--- src/rtl/io_exchange_port_if.sv ---
// io_exchange_port_if: host/core handshake and data signals of io_exchange_port
interface io_exchange_port_if #(parameter int DATA_W = 16);
  logic [DATA_W-1:0] host_in_data;
  logic              host_in_valid;
  logic              host_in_ready;
  logic [DATA_W-1:0] IOIn;
  logic              core_in_rd;
  logic              core_in_empty;
  logic [DATA_W-1:0] core_out_data;
  logic              core_out_wr;
  logic              core_out_full;
  logic [DATA_W-1:0] host_out_data;
  logic              host_out_valid;
  logic              host_out_ready;
  logic              out_overrun;
  modport slave (
    input  host_in_data, host_in_valid, core_in_rd, core_out_data, core_out_wr, host_out_ready,
    output host_in_ready, IOIn, core_in_empty, core_out_full, host_out_data, host_out_valid, out_overrun
  );
  modport master (
    output host_in_data, host_in_valid, core_in_rd, core_out_data, core_out_wr, host_out_ready,
    input  host_in_ready, IOIn, core_in_empty, core_out_full, host_out_data, host_out_valid, out_overrun
  );
endinterface

--- src/rtl/io_exchange_port.sv ---
// io_exchange_port: host operand FIFO feeding core IOIn, plus result capture register returned to host.
// Define IO_EXCHANGE_HOLD_LAST_EN to keep the last popped operand on IOIn while the FIFO is empty.
module io_exchange_port #(
  parameter int DATA_W = 16,
  parameter int DEPTH  = 4
) (
  input logic CLK,
  input logic reset,
  io_exchange_port_if.slave bus
);
  localparam int AW = $clog2(DEPTH);
  typedef enum logic {OUT_IDLE, OUT_HOLD} state_t;
  logic [DATA_W-1:0] mem_q [DEPTH];
  logic [AW-1:0]     wr_q, rd_q;
  logic [AW:0]       cnt_q, cnt_d;
  logic              full_q, empty_q, push, pop;
  state_t            state_q, state_d;
  logic [DATA_W-1:0] out_q, out_d;
  logic              ovr_q, ovr_d;
  assign push  = bus.host_in_valid && !full_q;
  assign pop   = bus.core_in_rd && !empty_q;
  assign cnt_d = cnt_q + (AW+1)'(push) - (AW+1)'(pop);
  always_ff @(posedge CLK)
    if (push) mem_q[wr_q] <= bus.host_in_data;
  // full/empty kept as registers so the status outputs have no input-to-output path
  always_ff @(posedge CLK or posedge reset)
    if (reset) begin
      wr_q    <= '0;
      rd_q    <= '0;
      cnt_q   <= '0;
      full_q  <= 1'b0;
      empty_q <= 1'b1;
    end else begin
      wr_q    <= wr_q + AW'(push);
      rd_q    <= rd_q + AW'(pop);
      cnt_q   <= cnt_d;
      full_q  <= cnt_d == (AW+1)'(DEPTH);
      empty_q <= cnt_d == '0;
    end
`ifdef IO_EXCHANGE_HOLD_LAST_EN
  logic [DATA_W-1:0] last_q;
  always_ff @(posedge CLK or posedge reset)
    if (reset) last_q <= '0;
    else if (pop) last_q <= mem_q[rd_q];
  assign bus.IOIn = empty_q ? last_q : mem_q[rd_q];
`else
  assign bus.IOIn = empty_q ? '0 : mem_q[rd_q];
`endif
  assign bus.host_in_ready = !full_q;
  assign bus.core_in_empty = empty_q;
  always_ff @(posedge CLK or posedge reset)
    if (reset) begin
      state_q <= OUT_IDLE;
      out_q   <= '0;
      ovr_q   <= 1'b0;
    end else begin
      state_q <= state_d;
      out_q   <= out_d;
      ovr_q   <= ovr_d;
    end
  // a write while holding an unaccepted word is dropped and flagged
  always_comb begin
    state_d = state_q;
    out_d   = out_q;
    ovr_d   = ovr_q;
    if (state_q == OUT_IDLE) begin
      state_d = bus.core_out_wr ? OUT_HOLD : OUT_IDLE;
      out_d   = bus.core_out_wr ? bus.core_out_data : out_q;
    end else if (bus.host_out_ready) begin
      state_d = bus.core_out_wr ? OUT_HOLD : OUT_IDLE;
      out_d   = bus.core_out_wr ? bus.core_out_data : out_q;
    end else begin
      ovr_d   = ovr_q | bus.core_out_wr;
    end
  end
  assign bus.host_out_valid = state_q == OUT_HOLD;
  assign bus.core_out_full  = state_q == OUT_HOLD;
  assign bus.host_out_data  = out_q;
  assign bus.out_overrun    = ovr_q;
endmodule
--- src/flat_wrapper.sv ---
// flat-port wrapper written by rule: the top's interface ports become plain ports
module io_exchange_port_flat 
#(
  parameter int DATA_W = 16,
  parameter int DEPTH  = 4
)
  (CLK, reset, bus_host_in_data, bus_host_in_valid, bus_core_in_rd, bus_core_out_data, bus_core_out_wr, bus_host_out_ready, bus_host_in_ready, bus_IOIn, bus_core_in_empty, bus_core_out_full, bus_host_out_data, bus_host_out_valid, bus_out_overrun);
  io_exchange_port_if #(.DATA_W(DATA_W)) bus_i ();
  input logic CLK;
  input logic reset;
  input wire logic [$bits(bus_i.host_in_data)-1:0] bus_host_in_data;
  input wire logic [$bits(bus_i.host_in_valid)-1:0] bus_host_in_valid;
  input wire logic [$bits(bus_i.core_in_rd)-1:0] bus_core_in_rd;
  input wire logic [$bits(bus_i.core_out_data)-1:0] bus_core_out_data;
  input wire logic [$bits(bus_i.core_out_wr)-1:0] bus_core_out_wr;
  input wire logic [$bits(bus_i.host_out_ready)-1:0] bus_host_out_ready;
  output wire logic [$bits(bus_i.host_in_ready)-1:0] bus_host_in_ready;
  output wire logic [$bits(bus_i.IOIn)-1:0] bus_IOIn;
  output wire logic [$bits(bus_i.core_in_empty)-1:0] bus_core_in_empty;
  output wire logic [$bits(bus_i.core_out_full)-1:0] bus_core_out_full;
  output wire logic [$bits(bus_i.host_out_data)-1:0] bus_host_out_data;
  output wire logic [$bits(bus_i.host_out_valid)-1:0] bus_host_out_valid;
  output wire logic [$bits(bus_i.out_overrun)-1:0] bus_out_overrun;
  assign bus_i.host_in_data = bus_host_in_data;
  assign bus_i.host_in_valid = bus_host_in_valid;
  assign bus_i.core_in_rd = bus_core_in_rd;
  assign bus_i.core_out_data = bus_core_out_data;
  assign bus_i.core_out_wr = bus_core_out_wr;
  assign bus_i.host_out_ready = bus_host_out_ready;
  assign bus_host_in_ready = bus_i.host_in_ready;
  assign bus_IOIn = bus_i.IOIn;
  assign bus_core_in_empty = bus_i.core_in_empty;
  assign bus_core_out_full = bus_i.core_out_full;
  assign bus_host_out_data = bus_i.host_out_data;
  assign bus_host_out_valid = bus_i.host_out_valid;
  assign bus_out_overrun = bus_i.out_overrun;
  io_exchange_port #(.DATA_W(DATA_W), .DEPTH(DEPTH)) u_core (.CLK(CLK), .reset(reset), .bus(bus_i));
endmodule
--- config.mk ---
export PLATFORM = sky130hd
export DESIGN_NAME = io_exchange_port_flat
export DESIGN_NICKNAME = d
export VERILOG_FILES = /design/src/rtl/io_exchange_port_if.sv /design/src/rtl/io_exchange_port.sv /design/src/flat_wrapper.sv
export SDC_FILE = /design/constraint.sdc
export NUM_CORES = 1
export LEC_CHECK = 0
export ABC_AREA = 1
export CAP_MARGIN = 20
export CORE_MARGIN = 5
export CORE_UTILIZATION = 55
export CTS_BUF_LIST = sky130_fd_sc_hd__clkbuf_16
export DETAILED_ROUTE_END_ITERATION = 16
export MAX_ROUTING_LAYER = met4
export PLACE_DENSITY = 0.84
export REMOVE_ABC_BUFFERS = 1
export SKIP_LAST_GASP = 1
export SYNTH_ARGS = -nofsm -noshare
export SYNTH_HDL_FRONTEND = slang
export SYNTH_SLANG_ARGS = --single-unit
export TNS_END_PERCENT = 20
--- constraint.sdc ---
create_clock -name CLK -period 5.2 [get_ports CLK]
set_input_delay 1.04 -clock CLK [delete_from_list [all_inputs] [get_ports CLK]]
set_output_delay 1.04 -clock CLK [all_outputs]
set_load 0.02 [all_outputs]
**Yosys cells after proc, flatten, opt, wreduce, memory -nomap -nowiden**

Memory sizes are Yosys's and may differ from the RTL's.
Cells that the tools add are included.

- Register bits after elaboration: 27
- RAM bits: 64
- Input bits: 38
- Logic and storage cells: 32
- Memories: 1

Memory list:

| memory | words | width | read ports | clocked after memory_dff | wr ports | RTL line | text |
|---|---|---|---|---|---|---|---|
| u_core.mem_q | 4 | 16 | 1 | 0 | 1 | io_exchange_port.sv:13 | `logic [DATA_W-1:0] mem_q [DEPTH];` |

- $add $sub $neg: 4
- Equal/unequal tests: 2
- Multiplexer cells: 9
- Bitwise logic cells: 2
- Reduce and logical (&&, ||, !) cells: 6

Operator list:

| cell | count |
|---|---|
| 16-bit two-way mux | 4 |
| 1-bit two-way mux | 5 |
| 2-bit by 1-bit adder with 2-bit output | 2 |
| 3-bit by 1-bit adder with 3-bit output | 1 |
| 3-bit == test, second input constant | 1 |
| 3-bit logical NOT | 1 |
| 3-bit by 1-bit subtractor with 3-bit output | 1 |
| 1-bit logical AND | 2 |
| 1-bit logical NOT | 2 |
| 2-bit != test, second input constant | 1 |
| 2-bit AND reduction | 1 |
| 1-bit NOT | 1 |
| 1-bit OR | 1 |

**Logic depth before layout (Yosys ltp)**

Gate-level depths: netlist (run 1).

- Depth in word-level cells: 5
- Gate-level depth with buffers: 11
- Mapped depth without buffers: 10

**Worst setup path after synthesis (run 1)**

No wires, ideal clock.

- Path type: in2reg
- Start point: input port bus_host_in_valid
- End point: memory u_core.mem_q[0][0] (enable)
- Library setup time: 0.409 ns
- Arrival time: 2.283 ns
- Data required time: 4.791 ns
- Path slack: 2.508 ns
- Stages on the path: 2
- Cells stage by stage: nand2_1 nor3_1

- Cells in the longest elaborated chain, start to end: 3

Ends and longest elaborated chain:

| element | RTL line | text |
|---|---|---|
| start, declared | flat_wrapper.sv:12 | `input wire logic [$bits(bus_i.host_in_valid)-1:0] bus_host_in_valid;` |
| 1-bit logical AND | io_exchange_port.sv:20 | `assign push = bus.host_in_valid && !full_q;` |
| 1-bit two-way mux | io_exchange_port.sv:24 | `if (push) mem_q[wr_q] <= bus.host_in_data;` |
| 1-bit two-way mux (implied by the code) | io_exchange_port.sv:24 |  |
| end, declared | io_exchange_port.sv:13 |  |

No other way between the ends.

**Worst setup path in the final report (run 1)**

- Start point: register u_core.rd_q[0]
- End point: output port bus_IOIn[0]

- Cells in the longest elaborated chain, start to end: 2

Ends and longest elaborated chain:

| element | RTL line | text |
|---|---|---|
| start, declared | io_exchange_port.sv:14 | `logic [AW-1:0] wr_q, rd_q;` |
| start signal, assigned | io_exchange_port.sv:35 | `rd_q <= rd_q + AW'(pop);` |
| memory 4 x 16 bit | n/a |  |
| 16-bit two-way mux | io_exchange_port.sv:47 | `assign bus.IOIn = empty_q ? '0 : mem_q[rd_q];` |
| end, declared | flat_wrapper.sv:18 | `output wire logic [$bits(bus_i.IOIn)-1:0] bus_IOIn;` |

No other way between the ends.

==> run metrics, run 1 <==
status completed; max-cap violation count 0; Worst Setup End Kind output pin; Setup Skew 0.00418 ns; vias per cell 4.87; placer congestion estimate 0.758; clk buf depth 2; Reg area 2600 µm²; WP data required 4.16 ns; Netlist Area Pre-Place 3980 µm²; Pins Over Slew Limit 0; CTS H-tree lvls 3; layout cells sized above 1 10.4%; VDD IR max 0.000237 V; Hold Buf Count CTS 0; initial antenna violation count 0; main area contributors after synthesis edfxtp_1, dfrtp_1, nand2_1, inv_1, nand3_1; I/O Pins 75; Worst-path clk slew 0.06 ns; # rows 31; Layout Area Growth over Synthesis 27.8%; CP arrival 2.48 ns; largest net degree at the start of global routing 35; most common cell after layout, fill and taps aside nand2_1; Core Region 7140 µm²; DR DRC count 0; TritonCTS clock tree done; total number of vias 2690; Avg Inst Size Synth 10.6 µm²; RSZ-0062 raised after global routing false; Die Area 9040 µm²; clock sinks 91; # port buffers 74; register area share after synthesis 65.3%; Setup CP Type reg -> out; first-pass GRT wire length 12600 µm; crit path max fanout 32; antenna viol nets, final 0; cell taking the most area after synthesis edfxtp_1; Tcrit/Tclk final 67.7%; FF+latch count, synth 91; Die W 95.1 µm; area of the multi-input gates 962 µm²; routed wire length 7660 µm; NumNets Final 491; Root Buffer clkbuf_16; TNS Setup 0 ns; startpoint types flop; Yosys top cell area share 48.3%; initial core utilization 55.8%; vias in the first global route 2714; Slew @ Worst Pin 0.770 ns; commonest non-fill, non-tap cells in the layout nand2_1, inv_1, clkdlybuf4s50_1, edfxtp_1, nand3_1; Chip Height 95.1 µm; Netlist cell types 22; Pre-Repair DR Iteration Count 5; YS warnings 0; Final min period 3.52 ns; Fill cells 514; clk_lat worst skew 0.33 ns; gr usage total 18.9%; routed len/inst 13.9 µm; post-CTS sizing 0; antenna fix cells 0; total CTS buffers 9; final setup fails 0; DP Worst Slack 1.69 ns; Min-Delay Path Class reg -> reg; Mapped Cells 374; PnR worst setup slack 1.68 ns; f_max 284 MHz; total grt overflow 0; Power Density 527 nW/µm²; leakage 2.29 nW; DR iter-0 viols 114; Post-CTS Setup Repair Bufs 0; HPWL after DPL 5000 µm; Hold Fails Final Rpt 0; max_slew headroom 48.7%
==> worst max-delay path: stages, from the launching register on <==
cell and delay, ns:
dfrtp_1 0.75, buf_8 0.25, inv_4 0.15, nand2_1 0.10
nand3_1 0.08, a21oi_1 0.18, clkdlybuf4s50_1 0.63
==> sequential cells by signal, indices dropped and copies added, names as in the netlist, 2 cells and up <==
register                  flops
u_core.bus.host_out_data     16
u_core.cnt_q                  3
u_core.mem_q                 64
u_core.rd_q                   2
u_core.wr_q                   2
==> metrics by stage <==
| stage | total power [mW] | hold slack, ns | utilization (%) | instances | instance area, µm² |
|---|---|---|---|---|---|
| after floorplan | 1.63 | 0.483 | - | 357 | 3850 |
| after global placement | 2.03 | 0.453 | 66.7 | 534 | 4760 |
| after detailed placement | 2.07 | 0.462 | 66.7 | 534 | 4760 |
| after CTS | 2.69 | 0.479 | 70.7 | 550 | 5050 |
| after global routing | 2.84 | 0.500 | 71.3 | 552 | 5090 |
| final | 2.68 | 0.476 | 71.3 | 552 | 5090 |
==> final cells by class <==
cell class	instances	area share, %
sequential	91	51.1
clock buffer	9	4.42
inverter	80	6.00
clock inverter	7	1.20
tap	99	2.43
multi-input combinational	186	18.9
timing repair buffer	80	16.0
==> final timing paths <==
| check | end | depth (start not counted) | slack [ns] | from |
|---|---|---|---|---|
| worst min-delay path | u_core.bus.host_out_data[9]$_DFFE_PP0P_ | 2 | 0.48 | u_core.bus.host_out_data[9]$_DFFE_PP0P_ |
| min in group asynchronous | u_core.bus.host_out_data[3]$_DFFE_PP0P_ | 2 | 0.93 | reset |
| worst min register to register | u_core.bus.host_out_data[9]$_DFFE_PP0P_ | 2 | 0.48 | u_core.bus.host_out_data[9]$_DFFE_PP0P_ |
| worst max-delay path | bus_IOIn[0] | 6 | 1.68 | u_core.rd_q[0]$_DFF_PP0_ |
| max in group asynchronous | u_core.bus.core_in_empty$_DFF_PP1_ | 3 | 3.80 | reset |
| worst max register to register | u_core.bus.core_in_empty$_DFF_PP1_ | 7 | 2.71 | u_core.bus.core_in_empty$_DFF_PP1_ |
==> Yosys cell counts <==
library cell and instances:
dfrtp_1 26, fa_1 1, inv_4 2, inv_1 78, dfstp_2 1, buf_4 4, nand2_2 2, nand3_2 10
or2_2 1, buf_6 5, edfxtp_1 64, buf_2 7, a21oi_2 9, o21bai_1 1, nand3_1 39, nand2_1 103
a21oi_1 8, ha_1 4, xor2_1 2, nor2_1 2, nor3_1 4, buf_8 1
==> cells by family after synthesis <==
group	Yosys count	synth area share (%)
AND/OR/NAND/NOR	161	18.3
buffers and inverters	97	11.1
flip-flops	91	65.3
AO/OA/AOI/OAI	18	3.17
adder cells (fa/ha/maj)	5	1.76
XOR/XNOR	2	0.440
==> where the power goes <==
group          leakage (nW)  switching [mW]  total [mW]  internal (mW)
clock network         0.143           0.247       0.613          0.366
registers             0.908           0.112        1.05          0.934
logic                  1.24           0.589        1.03          0.436
total                  2.29           0.948        2.68           1.74
==> routing by layer <==
layer  track usage (%)  wire length [µm]
met1              23.0              3180
met2              30.1              3720
met4              6.25               148
met3              6.08               622
met5                 -                 0
Note: power is estimated with default switching activity, not from simulation.
==> run 2, diff against run 1 <==
--- a/config.mk
+++ b/config.mk
@@ -8,11 +8,11 @@
 export ABC_AREA = 1
 export CAP_MARGIN = 20
 export CORE_MARGIN = 5
-export CORE_UTILIZATION = 55
+export CORE_UTILIZATION = 47
 export CTS_BUF_LIST = sky130_fd_sc_hd__clkbuf_16
 export DETAILED_ROUTE_END_ITERATION = 16
 export MAX_ROUTING_LAYER = met4
-export PLACE_DENSITY = 0.84
+export PLACE_DENSITY = 0.76
 export REMOVE_ABC_BUFFERS = 1
 export SKIP_LAST_GASP = 1
 export SYNTH_ARGS = -nofsm -noshare
==> constraint.sdc (replaced) <==
create_clock -name CLK -period 2.9 [get_ports CLK]
set_input_delay 0.58 -clock CLK [delete_from_list [all_inputs] [get_ports CLK]]
set_output_delay 0.58 -clock CLK [all_outputs]
set_load 0.02 [all_outputs]
==> run 2 against run 1 <==
Non-clock buffer count rose by 6. Count of clock-buffer cells in the layout did not move. Routed wire length rose by 3.4%. Hold slack got worse by 0.0064 ns. Global-route usage fell by 1.6 points. Utilization fell by 9.0 points. Cell area rose by 0.61%. Critical endpoint is now bus_IOIn[7].
==> run metrics, run 2 (synthesized netlist as in run 1, its figures left out) <==
Setup Skew 0.00413 ns (was 0.00418 ns); Worst-path clk slew 0.06 ns (about the same); largest net degree at the start of global routing 33 (was 35); uppermost routed layer met4 (unchanged); Final Non-Filler Cells 564 (was 552); leakage 2.30 nW (was 2.29 nW); post-CTS sizing 0 (unchanged); total number of vias 2693 (was 2690); Chip Height 102 µm (was 95.1 µm); Min-Delay Path Class reg -> reg (unchanged); Hold Buf Count CTS 0 (unchanged); clk_lat worst skew 0.33 ns (about the same); Root Buffer clkbuf_16 (unchanged); Slowest Stage Delay on Critical Path 0.62 ns (was 0.75 ns); antenna fix cells 0 (unchanged); initial core utilization 48.5% (was 55.8%); Core Region 8220 µm² (was 7140 µm²); final setup fails 0 (unchanged); startpoint types flop (unchanged); Worst Setup End Kind output pin (unchanged); total grt overflow 0 (unchanged); I/O Pins 75 (unchanged); critical path cell sequence buf_4 > inv_4 > nand2_1 > nand3_2 > a21oi_2 > clkdlybuf4s50_1 (was buf_8 > inv_4 > nand2_1 > nand3_1 > a21oi_1 > clkdlybuf4s50_1); clk buf depth 2 (unchanged); clock sinks 91 (unchanged); final hold slack 0.470 ns (was 0.476 ns); max-cap violation count 0 (unchanged); initial antenna violation count 0 (unchanged); vias per cell 4.77 (was 4.87); TritonCTS clock tree done (unchanged); routed wire length 7920 µm (was 7660 µm); status completed (unchanged); VDD IR max 0.000485 V (was 0.000237 V); vias in the first global route 2840 (was 2714); layout cells sized above 1 12.0% (was 10.4%); Hold Fails Final Rpt 0 (unchanged); Post-Route M1 WL 3220 µm (was 3180 µm); RSZ-0062 raised after global routing false (unchanged); gr usage total 17.3% (was 18.9%); Tcrit/Tclk final 91.6%; most common cell after layout, fill and taps aside nand2_1 (unchanged); max FFs per register 64 (unchanged); NumNets Final 497 (was 491); Die Area 10400 µm² (was 9040 µm²); first-pass GRT wire length 13400 µm (was 12600 µm); metal3 WL 673 µm (was 622 µm); DR iter-0 viols 204 (was 114); placer congestion estimate 0.748 (was 0.758); Largest Register u_core.mem_q (unchanged); total CTS buffers 9 (unchanged); Post-CTS Setup Repair Bufs 0 (unchanged); max_slew headroom 70.1% (was 48.7%); HPWL after DPL 5300 µm (was 5000 µm); Final min period 2.66 ns; # rows 33 (was 31); critical path's slowest cell clkdlybuf4s50_1 (was dfrtp_1); WP data required 2.32 ns (was 4.16 ns); f_max 376 MHz; antenna viol nets, final 0 (unchanged); Slew @ Worst Pin 0.446 ns (was 0.770 ns); Pins Over Slew Limit 0 (unchanged); Power Density 948 nW/µm² (was 527 nW/µm²); routed len/inst 14.0 µm (was 13.9 µm); Layout Area Growth over Synthesis 28.6% (was 27.8%); commonest non-fill, non-tap cells in the layout nand2_1, inv_1, clkdlybuf4s50_1, edfxtp_1, nand3_1 (unchanged); Die W 102 µm (was 95.1 µm); crit path max fanout 32 (unchanged); met2 WL post-DR 3940 µm (was 3720 µm); # port buffers 74 (unchanged); Placed Cells 548 (was 534); CP arrival 2.08 ns (was 2.48 ns); CTS H-tree lvls 3 (unchanged); DR DRC count 0 (unchanged); power consumption 4.86 mW (was 2.68 mW); TNS Setup 0 ns (unchanged); Pre-Repair DR Iteration Count 4 (was 5); Setup CP Type reg -> out (unchanged)
[run 2: power breakdown]
| group | internal (mW) | switching, mW | total [mW] |
|---|---|---|---|
| logic | 0.801 | 1.14 | 1.95 |
| registers | 1.68 | 0.112 | 1.79 |
| clock network | 0.664 | 0.459 | 1.12 |
[run 2: final cells by class]
| type | instances | area (µm²) |
|---|---|---|
| Fill cell | 640 | 3100 |
| Tap cell | 105 | 131 |
| Inverter | 80 | 305 |
| Sequential cell | 91 | 2600 |
| Clock inverter | 7 | 67.6 |
| Timing Repair Buffer | 86 | 831 |
| Multi-Input combinational cell | 186 | 962 |
| Clock buffer | 9 | 225 |
[run 2: through the flow]
stage          utilization [%]  worst slack [ns]  instance area [µm²]
3_5_place_dp              58.8             0.282                 4830
3_3_place_gp              58.8             0.312                 4830
5_1_grt                   62.3             0.121                 5120
2_1_floorplan                -             0.588                 3850
4_1_cts                   62.3             0.212                 5120
6_report                  62.3             0.242                 5120
[run 2: critical path: cells and delay by family, from the launching register on]
| kind | cells | cell delay, ns |
|---|---|---|
| AND/OR/NAND/NOR | 2 | 0.21 |
| flip-flops | 1 | 0.38 |
| buffers and inverters | 3 | 0.99 |
| AO/OA/AOI/OAI | 1 | 0.17 |
[run 2: final timing paths]
path	startpoint	slack, ns	cells after the start	end
max	u_core.rd_q[0]$_DFF_PP0_	0.24	6	bus_IOIn[7]
min	u_core.bus.host_out_data[4]$_DFFE_PP0P_	0.47	2	u_core.bus.host_out_data[4]$_DFFE_PP0P_
max reg2reg	u_core.bus.core_in_empty$_DFF_PP1_	0.86	7	u_core.full_q$_DFF_PP0_
min reg2reg	u_core.bus.host_out_data[4]$_DFFE_PP0P_	0.47	2	u_core.bus.host_out_data[4]$_DFFE_PP0P_
max in group asynchronous	reset	2.00	3	u_core.bus.core_in_empty$_DFF_PP1_
min in group asynchronous	reset	0.60	3	u_core.bus.host_out_data[3]$_DFFE_PP0P_
[run 2: per-layer routing]
metal | vias up | GRT usage (%)
met5 | - | -
met4 | 0 | 5.65
met3 | 12 | 6.01
met2 | 104 | 28.0
met1 | 1238 | 20.2
li1 | 1339 | -
==> run 3, diff against run 2 <==
--- a/config.mk
+++ b/config.mk
@@ -10,11 +10,12 @@
 export CORE_MARGIN = 5
 export CORE_UTILIZATION = 47
 export CTS_BUF_LIST = sky130_fd_sc_hd__clkbuf_16
+export CTS_CLUSTER_DIAMETER = 80
 export DETAILED_ROUTE_END_ITERATION = 16
+export HOLD_SLACK_MARGIN = 0.02
 export MAX_ROUTING_LAYER = met4
 export PLACE_DENSITY = 0.76
 export REMOVE_ABC_BUFFERS = 1
-export SKIP_LAST_GASP = 1
 export SYNTH_ARGS = -nofsm -noshare
 export SYNTH_HDL_FRONTEND = slang
 export SYNTH_SLANG_ARGS = --single-unit
==> results of run 3 <==
Same layout as run 2: the final DEF is identical, and so are final timing and power.
